### src/rtl/jk_button_driver.sv
// Debounces two raw pushbuttons and classifies presses into single-cycle set/reset/toggle j/k pulses.
// Optional auto-repeat while held is built when JKDRV_REPEAT_EN is defined.
module jk_button_driver #(
    parameter int DEB_CNT = 8,
    parameter int WIN     = 4,
    parameter int REP_CNT = 64
) (
    input  logic clk,
    input  logic clr,
    input  logic btn_set,
    input  logic btn_rst,
    output logic j,
    output logic k,
    output logic busy
);

    localparam int DW = (DEB_CNT > 2) ? $clog2(DEB_CNT) : 1;
    localparam int TW = (WIN > 2) ? $clog2(WIN) : 1;

    typedef enum logic [1:0] {IDLE = 2'd0, PAIR = 2'd1, EMIT = 2'd2, HOLD = 2'd3} state_t;

    // Channel 1 is set, channel 0 is reset throughout.
    logic [1:0]    raw_s;
    logic [1:0]    sync1_r;
    logic [1:0]    sync2_r;
    logic [1:0]    deb_r;
    logic [1:0]    deb_d_r;
    logic [DW-1:0] cnt_r [2];
    logic [1:0]    rise_s;
    logic          other_rise_s;

    state_t        state_r, state_nx;
    logic [1:0]    code_r, code_nx;
    logic [TW-1:0] timer_r, timer_nx;
    logic          j_r, k_r, busy_r;

`ifdef JKDRV_REPEAT_EN
    localparam int RW = (REP_CNT > 2) ? $clog2(REP_CNT) : 1;
    logic [RW-1:0] rep_r, rep_nx;
`endif

    assign raw_s        = {btn_set, btn_rst};
    assign rise_s       = deb_r & ~deb_d_r;
    assign other_rise_s = code_r[1] ? rise_s[0] : rise_s[1];

    // Synchronisers and per-channel debounce counters.
    always_ff @(posedge clk or negedge clr) begin
        if (!clr) begin
            sync1_r  <= 2'b00;
            sync2_r  <= 2'b00;
            deb_r    <= 2'b00;
            deb_d_r  <= 2'b00;
            cnt_r[0] <= '0;
            cnt_r[1] <= '0;
        end else begin
            sync1_r <= raw_s;
            sync2_r <= sync1_r;
            deb_d_r <= deb_r;
            for (int i = 0; i < 2; i++) begin
                if (sync2_r[i] == deb_r[i]) begin
                    cnt_r[i] <= '0;
                end else if (cnt_r[i] == DW'(DEB_CNT - 1)) begin
                    deb_r[i] <= sync2_r[i];
                    cnt_r[i] <= '0;
                end else begin
                    cnt_r[i] <= cnt_r[i] + DW'(1);
                end
            end
        end
    end

    // Command classification next-state logic.
    always_comb begin
        state_nx = state_r;
        code_nx  = code_r;
        timer_nx = timer_r;
`ifdef JKDRV_REPEAT_EN
        rep_nx   = rep_r;
`endif
        case (state_r)
            IDLE: begin
                if (rise_s == 2'b11) begin
                    code_nx  = 2'b11;
                    state_nx = EMIT;
                end else if (rise_s[1]) begin
                    code_nx  = 2'b10;
                    timer_nx = '0;
                    state_nx = PAIR;
                end else if (rise_s[0]) begin
                    code_nx  = 2'b01;
                    timer_nx = '0;
                    state_nx = PAIR;
                end else begin
                    state_nx = IDLE;
                end
            end
            PAIR: begin
                if (other_rise_s) begin
                    code_nx  = 2'b11;
                    state_nx = EMIT;
                end else if (timer_r == TW'(WIN - 1)) begin
                    state_nx = EMIT;
                end else begin
                    timer_nx = timer_r + TW'(1);
                end
            end
            EMIT: begin
                state_nx = HOLD;
`ifdef JKDRV_REPEAT_EN
                rep_nx   = '0;
`endif
            end
            HOLD: begin
                if (deb_r == 2'b00) begin
                    state_nx = IDLE;
`ifdef JKDRV_REPEAT_EN
                end else if (rep_r == RW'(REP_CNT - 1)) begin
                    rep_nx   = '0;
                    state_nx = EMIT;
                end else begin
                    rep_nx   = rep_r + RW'(1);
`else
                end else begin
                    state_nx = HOLD;
`endif
                end
            end
            default: begin
                state_nx = IDLE;
                code_nx  = 2'b00;
            end
        endcase
    end

    // FSM state and registered outputs, asserted on the edge that enters EMIT.
    always_ff @(posedge clk or negedge clr) begin
        if (!clr) begin
            state_r <= IDLE;
            code_r  <= 2'b00;
            timer_r <= '0;
            j_r     <= 1'b0;
            k_r     <= 1'b0;
            busy_r  <= 1'b0;
`ifdef JKDRV_REPEAT_EN
            rep_r   <= '0;
`endif
        end else begin
            state_r <= state_nx;
            code_r  <= code_nx;
            timer_r <= timer_nx;
            j_r     <= (state_nx == EMIT) & code_nx[1];
            k_r     <= (state_nx == EMIT) & code_nx[0];
            busy_r  <= (state_nx != IDLE);
`ifdef JKDRV_REPEAT_EN
            rep_r   <= rep_nx;
`endif
        end
    end

    assign j    = j_r;
    assign k    = k_r;
    assign busy = busy_r;

endmodule
### config.mk
export PLATFORM = sky130hd
export DESIGN_NAME = jk_button_driver
export DESIGN_NICKNAME = d
export VERILOG_FILES = /design/src/rtl/jk_button_driver.sv
export SDC_FILE = /design/constraint.sdc
export NUM_CORES = 1
export LEC_CHECK = 0
export CAP_MARGIN = 20
export CORE_UTILIZATION = 45
export CTS_CLUSTER_SIZE = 40
export DETAILED_ROUTE_END_ITERATION = 8
export HOLD_SLACK_MARGIN = 0.15
export MAX_ROUTING_LAYER = met4
export SLEW_MARGIN = 25
export SYNTH_ARGS = -nofsm -noshare
export SYNTH_HDL_FRONTEND = slang
export SYNTH_SLANG_ARGS = --single-unit
### constraint.sdc
create_clock -name clk -period 4 [get_ports clk]
set_input_delay 0.4 -clock clk [delete_from_list [all_inputs] [get_ports clk]]
set_output_delay 0.4 -clock clk [all_outputs]
set_load 0.005 [all_outputs]
==> results.toml, run 1 <==
[synthesis]
async_flop_share_pct = 100
synth_top_area_share_pct = 58.8
avgSynthCellArea_um2 = 12.2
yosysTopAreaCell = "dfrtp_1"
synth_top_family_by_area = "simple AND/OR/NAND/NOR gates"
netlist_area_um2 = 978
synthTopCellsByArea = "dfrtp_1 (59%), ha_1 (6.4%), a211oi_2 (2.6%)"
yosysWarnings = 0
synthAdderAreaFrac_pct = 6.39
synth_enable_flop_cells = 0
synth_nets = 89
synthCells = 80
yosysUniqueCellTypes = 27
synth-simple-area-share_pct = 15.2
synth.top_cells.by_count = "dfrtp_1 (23), ha_1 (5), inv_1 (4), nor3_1 (4), o21ai_0 (4)"
synth-xor-area-share_pct = 2.69
synth_seq_area_share_pct = 58.8
muxShareOfSynthArea_pct = 2.30
synth_compound_area_share_pct = 12.3
ys_ff_latch = 23
ys.flop_type = "dfrtp_1"
synth.most_common_cell = "dfrtp_1"

[sta]
period_share_pct = 38.2
maxSlewViolCount = 0
max-slew-margin-rel_pct = 68.5
skew_ns = 0.00450
holdWs_ns = 0.364
tns_ns = 0
fmaxAchievable_mhz = 655
worst_pin_slew_ns = 0.472
hold_violations = 0
finalSetupViolations = 0
fin_crit_ns = 1.53
rsz0062_at_grt = "false"

[finish]
drive_above_1_share_pct = 13.5
antennaDiodeCount = 0
area_growth_pct = 12.1
nNetsFinal = 99

[route]
finalWirelength_um = 1340
vias = 595
wire_per_inst_um = 11.6
first_pass_iters = 4
drtAntennaViolNets = 0
drcViolationCount = 0
via_per_inst = 5.13
drt_iter0_markers = 15

[floorplanning]
die_h_um = 48.6
start_util_pct = 48.9
dieArea_um2 = 2360
die_x_um = 48.6
coreArea_um2 = 2000
io_pins = 7
rows = 16

[pwr]
peakVddDrop_mv = 0.370
leakagePower_nw = 0.501
seq_power_share_pct = 49.4
power_frac_comb_pct = 38.1
power.clock.fraction_pct = 12.6
intPower_mw = 0.508
p_total_mw = 0.797
power_switching_mw = 0.289
netSwitchingFraction_pct = 36.2
power_density_nw_per_um2 = 726

[worst_hold_path]
hp-class = "flop to flop"
holdPathStages = 0

[setup_path]
cp_slowest_cell = "clkdlybuf4s50_1"
path_cells = "clkdlybuf4s50_1"
path_depth = 1
worst-path-max-fanout = 1
cp.required_ns = 3.60
critPathMaxStageDelay_ns = 0.49
start_kind = "flop"
path_buf_inv = 1
worstPathArrival_ns = 1.13
endpoint_kind = "output port"
rr_worst_depth = 4
critPathKind = "flop to output port"
cp_top_family = "buffers and inverters"

[placement]
gp_congestion = 0.795
port_buffers = 6
dpl.hpwl_um = 1010

[clocking]
cts_buffer_depth = 2
clkTransAtPathRegs_ns = 0.11
cts_root_buf = "clkbuf_4"
cts_made_buffers = 3
clock_sinks = 23
cts_tree = "done"
htree_levels = 1
clock_latency_ns = 0.30

[outcome]
outcome = "complete, no violations"

[grt]
grt-busiest-layer = "met2"
grt.total_usage_pct = 13.8
met1_usage_pct = 16.3
grt_pass1_wl_um = 2290
first_global_vias = 536
grt_start_max_net_pins = 24
overflow = 0
use_met3_pct = 4.72
antenna_found_initial = 0
gr-usage-met2_pct = 20.6

[run]
cap_violations = 0
-- final timing paths --
| path | start | to | slack [ns] |
|---|---|---|---|
| worst min-delay path | sync1_r[1] | sync2_r[1] | 0.36 |
| worst min register to register | sync1_r[1] | sync2_r[1] | 0.36 |
| min in group asynchronous | clr | cnt_r[5] | 0.57 |
| worst max register to register | deb_r[1] | state_r[0] | 2.55 |
| max in group asynchronous | clr | state_r[1] | 3.11 |
| worst max-delay path | busy | busy | 2.47 |
-- state kept, by name, summed over array words and instances (netlist names) --
signal	flops
code_r	2
busy	1
state_r	2
sync2_r	2
timer_r	2
sync1_r	2
deb_d_r	2
deb_r	2
j	1
cnt_r	6
k	1
-- cell usage in the layout (no fill, tap or decap), drive strengths merged, types with 4 or more instances in the layout --
master / count
clkdlybuf4s50: 5
dfrtp: 23
ha: 5
inv: 4
nor2b: 4
nor3: 4
o21ai: 4
-- power by group through the flow --
stage,sequential [mW],combinational [mW],clock (mW)
after floorplan,0.367,0.251,0
after global placement,0.397,0.296,0
after detailed placement,0.401,0.304,0
after CTS,0.395,0.306,0.106
after global routing,0.406,0.340,0.120
final,0.394,0.303,0.100
-- per-layer routing --
metal | vias up | wire length (µm)
met5 | - | 0
met4 | 0 | 29
met3 | 4 | 48
met2 | 11 | 605
met1 | 279 | 658
li1 | 301 | -
-- repair_timing --
action / CTS / global route
hold endpoints to repair: 0 / 23
setup endpoints to repair: 0 / 0
hold buffers: 0 / 1
gates resized for setup: 0 / 0
buffers inserted: 0 / 0
-- cells by family after synthesis --
| family | count (synthesis) |
|---|---|
| AO/OA/AOI/OAI | 17 |
| XOR/XNOR | 3 |
| adder cells (fa/ha/maj) | 5 |
| buffers and inverters | 6 |
| flip-flops | 23 |
| multiplexers | 2 |
| AND/OR/NAND/NOR | 24 |
-- stage by stage --
step	util (%)	cells	instance area, µm²	worst slack [ns]
6_report	54.8	116	1100	2.47
5_1_grt	54.8	116	1100	2.41
4_1_cts	54.6	115	1090	2.45
3_5_place_dp	53.2	111	1060	2.40
3_3_place_gp	53.2	111	1060	2.40
2_1_floorplan	-	80	978	2.73
-- final cells by class --
class | instances | area, µm²
inverter | 4 | 15.0
multi-input combinational | 51 | 380
fill | 181 | 905
clock inverter | 1 | 5.00
tap | 27 | 33.8
clock buffer | 3 | 22.5
sequential | 23 | 576
timing repair buffer | 7 | 65.1
(Power assumes the default switching activity.)
==> inputs of run 2 (changes only) <==
--- a/config.mk
+++ b/config.mk
@@ -11,6 +11,7 @@
 export DETAILED_ROUTE_END_ITERATION = 8
 export HOLD_SLACK_MARGIN = 0.15
 export MAX_ROUTING_LAYER = met4
+export PLACE_DENSITY = 0.66
 export SLEW_MARGIN = 25
 export SYNTH_ARGS = -nofsm -noshare
 export SYNTH_HDL_FRONTEND = slang
==> constraint.sdc (replaced) <==
create_clock -name clk -period 1.35 [get_ports clk]
set_input_delay 0.135 -clock clk [delete_from_list [all_inputs] [get_ports clk]]
set_output_delay 0.135 -clock clk [all_outputs]
set_load 0.005 [all_outputs]
==> run 2 against run 1 <==
Against the previous run: worst setup slack got worse by 2.4 ns; sequential power increased to 2.9 times the previous value; total power increased to 3.4 times the previous value; routed wire length increased by 14%; critical endpoint is now k; die area unchanged; via count increased by 9.4%.
==> results.toml, run 2 (synthesis results as in run 1) <==
[route]
finalWirelength_um = 1530
vias = 651
via_per_inst = 5.17
drtAntennaViolNets = 0
first_pass_iters = 4
drt_iter0_markers = 15
wire_per_inst_um = 12.1
drcViolationCount = 0

[placement]
gp_congestion = 0.871
dpl.hpwl_um = 1070
port_buffers = 6
placed_area_um2 = 1120
post-place-cells = 119

[clocking]
cts_tree = "done"
hold_buffers = 0
clock_latency_ns = 0.30
clock_sinks = 23
cts_made_buffers = 3
cts_buffer_depth = 2
htree_levels = 1
cts_root_buf = "clkbuf_4"
clkTransAtPathRegs_ns = 0.13

[finish]
regMostFlops = "cnt_r"
final_area_um2 = 1210
area_growth_pct = 23.9
antennaDiodeCount = 0
drive_above_1_share_pct = 26.3
nNetsFinal = 109
largest_register_ffs = 6
final_cells = 126
final_cell_mix = "dfrtp_1 (22), buf_4 (11), clkdlybuf4s50_1 (6)"
final_common_cell = "dfrtp_1"
nFillCells = 164

[sta]
worst_pin_slew_ns = 0.339
fin_crit_ns = 1.32
finalSetupViolations = 0
max-slew-margin-rel_pct = 77.4
tns_ns = 0
skew_ns = 0.00225
rsz0062_at_grt = "true"
fmaxAchievable_mhz = 756
period_share_pct = 98.0
maxSlewViolCount = 0
holdWs_ns = 0.164
hold_violations = 0

[outcome]
outcome = "complete, no violations"

[pwr]
leakagePower_nw = 0.554
power_switching_mw = 0.987
netSwitchingFraction_pct = 36.2
p_total_mw = 2.73
power_density_nw_per_um2 = 2250
power_frac_comb_pct = 45.7
intPower_mw = 1.74
peakVddDrop_mv = 1.10
power.clock.fraction_pct = 11.6
seq_power_share_pct = 42.7

[grt]
antenna_found_initial = 0
grt_pass1_wl_um = 2680
grt.total_usage_pct = 15.2
first_global_vias = 672
grt_start_max_net_pins = 24
overflow = 0

[setup_path]
worstPathArrival_ns = 1.56
critPathKind = "flop to flop"
start_kind = "flop"
crit_start = "deb_r[1]"
endpoint_kind = "flop"
cp.required_ns = 1.58
r2r_start = "deb_r[1]"
worst-path-max-fanout = 5

[run]
cap_violations = 0

[floorplanning]
die_x_um = 48.6
coreArea_um2 = 2000
rows = 16
io_pins = 7
die_h_um = 48.6
dieArea_um2 = 2360
start_util_pct = 48.9

[worst_hold_path]
hp-class = "input port to asynchronous set/reset pin"
## run 2: power by group through the flow
| stage | Combinational [mW] | Sequential [mW] | Clock (mW) |
|---|---|---|---|
| 6_report | 1.24 | 1.16 | 0.317 |
| 5_1_grt | 1.39 | 1.20 | 0.350 |
| 4_1_cts | 1.19 | 1.16 | 0.331 |
| 3_5_place_dp | 1.07 | 1.16 | 0 |
| 3_3_place_gp | 1.04 | 1.15 | 0 |
| 2_1_floorplan | 0.743 | 1.09 | 0 |
## run 2: layer usage
| metal | up-vias | wire length [µm] | global-route usage, % |
|---|---|---|---|
| li1 | 318 | - | - |
| met1 | 318 | 679 | 16.9 |
| met2 | 13 | 778 | 25.7 |
| met3 | 2 | 48 | 2.83 |
| met4 | 0 | 23 | 8.33 |
| met5 | - | 0 | - |
## run 2: repair_timing
| item | in CTS | in global routing |
|---|---|---|
| gates cloned | 0 | 0 |
| setup buffers | 2 | 1 |
| resized for setup | 4 | 3 |
| setup endpoints to repair | 4 | 4 |
| pin swaps | 2 | 1 |
## run 2: path summary, 6_finish.rpt
check	depth (start not counted)	end	slack (ns)
worst max register to register	4	k	0.03
worst min-delay path	2	cnt_r[5]	0.16
worst min register to register	0	sync2_r[0]	0.36
min in group clk	1	sync1_r[0]	0.25
worst max-delay path	4	k	0.03
max in group asynchronous	2	deb_d_r[1]	0.95
## run 2: layout make-up
type	count	area (µm²)	area share [%]
sequential	23	577	47.6
clock inverter	1	7.51	0.619
clock buffer	3	22.5	1.86
timing repair buffer	17	143	11.8
multi-input combinational	51	414	34.2
inverter	4	15.0	1.24
tap	27	33.8	2.79
## run 2: through the flow
| stage | setup WS, ns | utilization [%] |
|---|---|---|
| after floorplan | 0.0767 | - |
| after global placement | 0.0140 | 56.2 |
| after detailed placement | -0.0102 | 56.2 |
| after CTS | 0.00810 | 59.6 |
| after global routing | -0.0679 | 60.6 |
| final | 0.0265 | 60.6 |
## run 2: critical path, stage by stage (launching register included)
cell and delay (ns):
dfrtp_1 0.44, nor3b_4 0.27, a211oi_4 0.08, or3_1 0.32, a211oi_2 0.14
==> RTL change (settings of run 2) <==
Build with the macro `JKDRV_REPEAT_EN` defined.
--- a/src/rtl/jk_button_driver.sv
+++ b/src/rtl/jk_button_driver.sv
@@ -1,5 +1,7 @@
 // Debounces two raw pushbuttons and classifies presses into single-cycle set/reset/toggle j/k pulses.
 // Optional auto-repeat while held is built when JKDRV_REPEAT_EN is defined.
+`define JKDRV_REPEAT_EN
+
 module jk_button_driver #(
     parameter int DEB_CNT = 8,
     parameter int WIN     = 4,
Formal check against the unedited RTL: no difference found for any inputs over 10 cycles, from zero or initial values; that may be too few to reach the edited logic, so the function may still have changed.
==> RTL change against run 2 <==
The run now ends with setup timing left; non-clock buffer count up 13; synthesized area up 49%; worst setup slack lost 0.23 ns; clock power rose by 56%; core utilization is 0.38 points higher; die area increased by 47%; sequential cell count grew 6; hold slack improved by 0.018 ns; synthesized cell count grew 59%; power grew 50%; wire length up 72%; design area grew 53%; first-iteration DRC count rose to 2.9 times the old value; count of clock-buffer cells in the layout up 2.
==> RTL change: results (changes against run 2) <==
* Status: finished with violations
* Failing checks: setup timing
- The arrival time reported for the critical path endpoint was 1.76 ns (+0.20 ns).
* Via count: 1049 (+61%)
- Total Routing Usage GR: 18.01% (+2.8 points)
- Signal routing reaches up to met3.
* Capturing element of the worst setup path: timer_r[1]
- The depth of the most critical reg-to-reg path was 7 (+3).
- In the synthesized netlist, the cells that appear most often are 29 x dfrtp_1, 9 x nand2_1, 8 x ha_1.
- Number of vias per cell after detailed routing: 5.117 (-0.96%)
* H-tree depth reported by CTS: 2 (+1)
* Detailed Place HPWL: 1.876 mm (+76%)
- Sequential-to-total area share from yosys stat: 49.79% (-9.0 points)
- Placer congestion estimate: 0.8171 (-6.2%)
- Routed Wire Length: 2.634 mm (+72%)
- The net total in the final layout is 172 (+58%).
* # setup viols final: 10 (+10)
* WL met1: 1.167 mm (+72%)
- The setup slack after layout is -0.2037 ns (-0.2302 ns).
* Final-layout setup total negative slack: -1.288 ns (-1.288 ns)
* Worst Setup Slack post-DPL: -0.2084 ns (-0.1982 ns)
- By area the synthesized netlist is led by dfrtp_1 50%, ha_1 6.9%, nand2_1 2.3%, and2_1 2.1%, a2111oi_4 1.9%.
- The fraction of layout instances using a drive strength above 1 is 36.65% (+10 points).
- The routed length on met2 is 1.404 mm (+80%).
* Iteration-0 DRC count of the detailed router: 44 (+29)
- The largest net degree at the start of global routing is 30 (+25%).
- The global-route wire length before repair is 4.388 mm (+63%).
* Fillcell total: 275 (+68%)
- The largest fanout of any net on the critical path came to 3 (-2).
- The cell family contributing the most delay on the critical path is flip-flops.
- The area after detailed placement is 1713 um2 (+52%).
- Synthesized area divided by synthesized cell count: 11.48 um2 (-6.2%)
* Crit path largest cell delay: 0.39 ns (-0.05 ns)
[RTL change: layer usage]
layer / GRT usage (%) / vias to the layer above
li1: - / 516
met1: 20.96 / 518
met2: 29.71 / 15
met3: 3.956 / 0
met4: 8.163 / 0
met5: - / -
[RTL change: repair_timing]
item / CTS / global route
setup buffers: 3 / 1
cloned: 0 / 0
endpoints found under the setup margin: 9 / 15
pin swaps: 4 / 11
resized for setup: 3 / 13
[RTL change: where the power goes]
part / switching [mW] / internal, mW
Clock: 0.299 / 0.196
Combinational: 1.07 / 1.18
Sequential: 0.214 / 1.14
Total: 1.58 / 2.52
[RTL change: kinds of logic (layout without fill, tap and decap cells)]
group	after synthesis	in the layout	synth area share, %
simple gates	38	38	16.22
compound gates	33	33	18.20
flops	29	29	49.79
buf+inv	13	47	4.806
fa+ha+maj	8	8	6.867
mux	4	4	2.918
xor+xnor	2	2	1.202
[RTL change: worst min-delay path by stage]
| stage | slack (ns) | startpoint | end |
|---|---|---|---|
| floorplan | -0.16 | clr | busy |
| global placement | 0.34 | sync1_r[0] | sync2_r[0] |
| detailed placement | 0.34 | sync1_r[1] | sync2_r[1] |
| CTS | 0.18 | clr | sync1_r[1] |
| global route | 0.21 | clr | sync1_r[1] |
| finish | 0.18 | clr | rep_r[0] |
[RTL change: area by class of cell]
cell class | count | share of cell area, %
Multi-Input combinational cell | 85 | 39.54
Sequential cell | 29 | 39.00
Timing Repair Buffer | 30 | 13.52
Tap cell | 44 | 2.959
Clock buffer | 5 | 2.017
Inverter | 9 | 2.017
Clock inverter | 3 | 0.9415
